**config.mk**
```make
export PLATFORM = sky130hd
export DESIGN_NAME = tirage_de
export DESIGN_NICKNAME = d
export VERILOG_FILES = /design/src/rtl/tirage_de_pkg.sv /design/src/rtl/lfsr16.sv /design/src/rtl/tirage_de.sv
export SDC_FILE = /design/constraint.sdc
export NUM_CORES = 1
export LEC_CHECK = 0
export ABC_AREA = 1
export ABC_CLOCK_PERIOD_IN_PS = 5150
export CAP_MARGIN = 30
export CORE_ASPECT_RATIO = 0.5
export CORE_MARGIN = 2
export CORE_UTILIZATION = 40
export CTS_CLUSTER_DIAMETER = 200
export DETAILED_ROUTE_END_ITERATION = 10
export GPL_ROUTABILITY_DRIVEN = 0
export HOLD_SLACK_MARGIN = 0.03
export RECOVER_POWER = 25
export SETUP_SLACK_MARGIN = 0.15
export SLEW_MARGIN = 25
export SYNTH_ARGS = -nofsm -noshare
export SYNTH_HDL_FRONTEND = slang
export SYNTH_HIERARCHICAL = 1
export SYNTH_SLANG_ARGS = --single-unit
```
**constraint.sdc**
```tcl
create_clock -name clk -period 5.15 [get_ports clk]
set_input_delay 1.2875 -clock clk [delete_from_list [all_inputs] [get_ports clk]]
set_output_delay 1.2875 -clock clk [all_outputs]
set_load 0.1 [all_outputs]
```
**src/rtl/tirage_de_pkg.sv**
```systemverilog
// Shared constants for the dice roller: state encoding, LFSR seed/taps, face width.
package tirage_de_pkg;

   localparam int FACE_W = 7;
   localparam int LFSR_W = 16;

   localparam logic [LFSR_W-1:0] LFSR_SEED = 16'hACE1;
   // Tap positions 16,14,13,11 expressed as zero-based bit indices
   localparam int TAP_A = 15;
   localparam int TAP_B = 13;
   localparam int TAP_C = 12;
   localparam int TAP_D = 10;

   localparam logic [1:0] ST_REPOS   = 2'd0;
   localparam logic [1:0] ST_REDUIRE = 2'd1;
   localparam logic [1:0] ST_FIN     = 2'd2;

   // Number of faces between the bounds; inverted bounds collapse to one face.
   function automatic logic [7:0] span_of(input logic [FACE_W-1:0] lo,
                                          input logic [FACE_W-1:0] hi);
      if (hi < lo) return 8'd1;
      return {1'b0, hi} - {1'b0, lo} + 8'd1;
   endfunction

endpackage

```
**src/rtl/lfsr16.sv**
```systemverilog
// Free-running 16-bit Fibonacci LFSR, shifts every clock.
module lfsr16
   import tirage_de_pkg::*;
(
   input  logic              clk,
   input  logic              rst,
   output logic [LFSR_W-1:0] lfsr
);

   logic [LFSR_W-1:0] lfsr_q, lfsr_d;

   always_comb begin
      lfsr_d = {lfsr_q[LFSR_W-2:0],
                lfsr_q[TAP_A] ^ lfsr_q[TAP_B] ^ lfsr_q[TAP_C] ^ lfsr_q[TAP_D]};
   end

   always_ff @(posedge clk or posedge rst) begin
      if (rst) lfsr_q <= LFSR_SEED;
      else     lfsr_q <= lfsr_d;
   end

   assign lfsr = lfsr_q;

endmodule

```
**src/rtl/tirage_de.sv**
```systemverilog
// Dice roller: samples the LFSR on request and reduces it into [dMin,dMax]
// by repeated subtraction, one step per cycle.
module tirage_de
   import tirage_de_pkg::*;
(
   input  logic              clk,
   input  logic              rst,
   input  logic              lancer,
   input  logic [FACE_W-1:0] dMin,
   input  logic [FACE_W-1:0] dMax,
   output logic [FACE_W-1:0] resultat,
   output logic              pret,
   output logic              occupe
);

   logic [LFSR_W-1:0] lfsr;
   logic [1:0]        state_q, state_d;
   logic [7:0]        r_q, r_d;
   logic [7:0]        span_q, span_d;
   logic [FACE_W-1:0] min_l_q, min_l_d;
   logic [FACE_W-1:0] res_q, res_d;
   logic [7:0]        sum;

   lfsr16 u_lfsr (
      .clk  (clk),
      .rst  (rst),
      .lfsr (lfsr)
   );

   assign sum = r_q + {1'b0, min_l_q};

   always_comb begin
      state_d = state_q;
      r_d     = r_q;
      span_d  = span_q;
      min_l_d = min_l_q;
      res_d   = res_q;
      case (state_q)
         ST_REPOS: begin
            if (lancer) begin
               // Low seven LFSR bits as seen before this edge's shift
               r_d     = 8'(lfsr & 16'h007F);
               min_l_d = dMin;
               span_d  = span_of(dMin, dMax);
               state_d = ST_REDUIRE;
            end
         end
         ST_REDUIRE: begin
            if (r_q >= span_q) begin
               r_d = r_q - span_q;
            end else begin
               res_d   = sum[FACE_W-1:0];
               state_d = ST_FIN;
            end
         end
         ST_FIN:  state_d = ST_REPOS;
         default: state_d = ST_REPOS;
      endcase
   end

   always_ff @(posedge clk or posedge rst) begin
      if (rst) begin
         state_q <= ST_REPOS;
         r_q     <= '0;
         span_q  <= '0;
         min_l_q <= '0;
         res_q   <= '0;
      end else begin
         state_q <= state_d;
         r_q     <= r_d;
         span_q  <= span_d;
         min_l_q <= min_l_d;
         res_q   <= res_d;
      end
   end

   assign resultat = res_q;
   assign pret     = (state_q == ST_FIN);
   assign occupe   = (state_q != ST_REPOS);

endmodule
```
==> impl_metrics.csv <==
group,metric,value,unit
status,status,"completed",
run,max-cap-violations,0,
timing,setup-tns-final,0,ns
floorplanning,die_w,127,µm
timing,rsz0062_at_grt,"false",
worst_setup_path,path_cells,"nor2_1, clkdlybuf4s50_1",
logic_synthesis,syn-mean-instance-area,8.25,µm²
min_path,whs_endpoint,"u_lfsr/lfsr[9]",
grt,grt_first_pass_wirelength,10.8,mm
cts,cts.sinks,48,
floorplanning,die_h,65.4,µm
pwr,leakage,1.85,nW
worst_setup_path,start_kind,"flop",
timing,setup_slack,1.90,ns
final_layout,register_area,1210,µm²
final_layout,final_common_cell,"nand2_1",
worst_setup_path,crit_arrival,1.96,ns
timing,layout_min_cycle_time,3.25,ns
timing,slew_violations,0,
routing,num_vias,2329,
final_layout,multi_input_area,1530,µm²
worst_setup_path,worstPathRequired,3.86,ns
worst_setup_path,slowest_delay,1.14,ns
grt,grt_max_degree,26,
placement,hpwlAfterDp,4.88,mm
grt,antenna_found_initial,0,
floorplanning,rows,22,
logic_synthesis,synthesis.nets,416,
timing,worst_pin_slew,0.982,ns
grt,grt_use_total,16.6,%
cts,cts_hold_buf,0,
pwr,powerDensity,615,nW/µm²
timing,relSlewSlack,34.4,%
final_layout,post_layout_nonfiller_instances,485,
floorplanning,io_pins,26,
logic_synthesis,synthCells,365,
grt,grt_pass1_vias,2365,
placement,numPortBuffers,25,
cts,clock_latency,0.29,ns
routing,totalWireLength,6.18,mm
worst_setup_path,r2r_start,"r_q[0]",
cts,cts_setup_buffers,0,
cts,cts_resized,0,
routing,vias_per_cell,4.80,
timing,setup_viol,0,
final_layout,fin_nets,439,
min_path,hold_depth,0,
placement,pre_cts_ws,1.75,ns
routing,post_drt_wl_per_cell,12.7,µm
timing,hold_violations,0,
routing,drt-initial-drc-count,137,
routing,final_antenna_net_count,0,
routing,drt_pass1_iterations,4,
worst_setup_path,critPathBufInv,1,
worst_setup_path,endpoint_kind,"primary output",
cts,cts_made_buffers,5,
final_layout,layout-drive-gt1-share,6.68,%
timing,fmax,308,MHz
worst_setup_path,rrSetupSlack,3.03,ns
pwr,ir_worst_vdd,207,µV
worst_setup_path,slowest_stage,"clkdlybuf4s50_1",
placement,dp_cells,477,
routing,drc,0,
cts,cts_max_path_buffers,2,
floorplanning,start_util,41.1,%
worst_setup_path,critical_path_class,"flop to primary output",
grt,grt_overflow,0,
final_layout,diodes,0,
min_path,hp-class,"flop to flop",
min_path,hold_start,"u_lfsr/lfsr[8]",
timing,skew,0.00244,ns
floorplanning,core_area,7320,µm²
pwr,design_power_total,0.00215,W
worst_setup_path,reg2reg_to,"r_q[6]",
cts,htreeDepth,2,
logic_synthesis,ys_warn_count,6,
final_layout,final_cell_area,3500,µm²
timing,min_period_over_period,63.0,%
logic_synthesis,netlist_area,3010,µm²
placement,placed_area,3330,µm²
final_layout,areaGrowthSynthToFinish,16.0,%
worst_setup_path,critPathTopFamily,"buffers and inverters",
cts,tritoncts,"done",
final_layout,layout_common_cells,"108 x nand2_1, 55 x inv_1, 40 x dfrtp_1",
cts,cts_root_buf,"clkbuf_16",
cts,clk_pin_slew,0.07,ns
floorplanning,die-area,8280,µm²
worst_setup_path,crit_fanout,3,
final_layout,nFillCells,723,
worst_setup_path,r2r.worst_path.cells,12,
[registers in the layout (all words and copies together) (netlist names)]
register     cells
r_q              8
min_l_q          7
u_lfsr/lfsr     16
span_q           8
state_q          2
resultat         7
[metal layers]
metal / GRT usage [%] / share of wire, %
met1: 21.8 / 50
met2: 28.6 / 45
met3: 3.83 / 3.8
met4: 3.71 / 0.92
met5: 0 / 0
[power by group]
group | internal, W | switching [W] | total (W)
Sequential | 0.000484 | 0.0000677 | 0.000552
Clock | 0.000231 | 0.000144 | 0.000374
Combinational | 0.000382 | 0.000841 | 0.00122
Total | 0.00110 | 0.00105 | 0.00215
[how the worst max path moves through the flow]
stage                           from   endpoint  slack (ns)  depth (start not counted)
final                     state_q[0]       pret        1.90                          2
after global routing      state_q[0]       pret        1.85                          2
after CTS                 state_q[0]       pret        1.90                          2
after detailed placement     dMin[1]  span_q[7]        1.75                         11
after global placement       dMin[3]  span_q[7]        1.83                         10
after floorplan           state_q[0]       pret        2.21                          1
[area by class of cell]
class / instances / share of cell area (%)
Multi-Input combinational cell: 251 / 43.6
Sequential cell: 48 / 34.6
Timing Repair Buffer: 26 / 7.37
Inverter: 56 / 6.01
Clock buffer: 5 / 3.58
Tap cell: 96 / 3.44
Clock inverter: 3 / 1.32
[through the flow]
stage | util [%] | hold WS (ns)
finish | 47.7 | 0.353
global route | 47.7 | 0.371
CTS | 47.8 | 0.359
detailed placement | 45.4 | 0.337
global placement | 45.4 | 0.339
floorplan | - | 0.331
(Power assumes the default switching activity.)
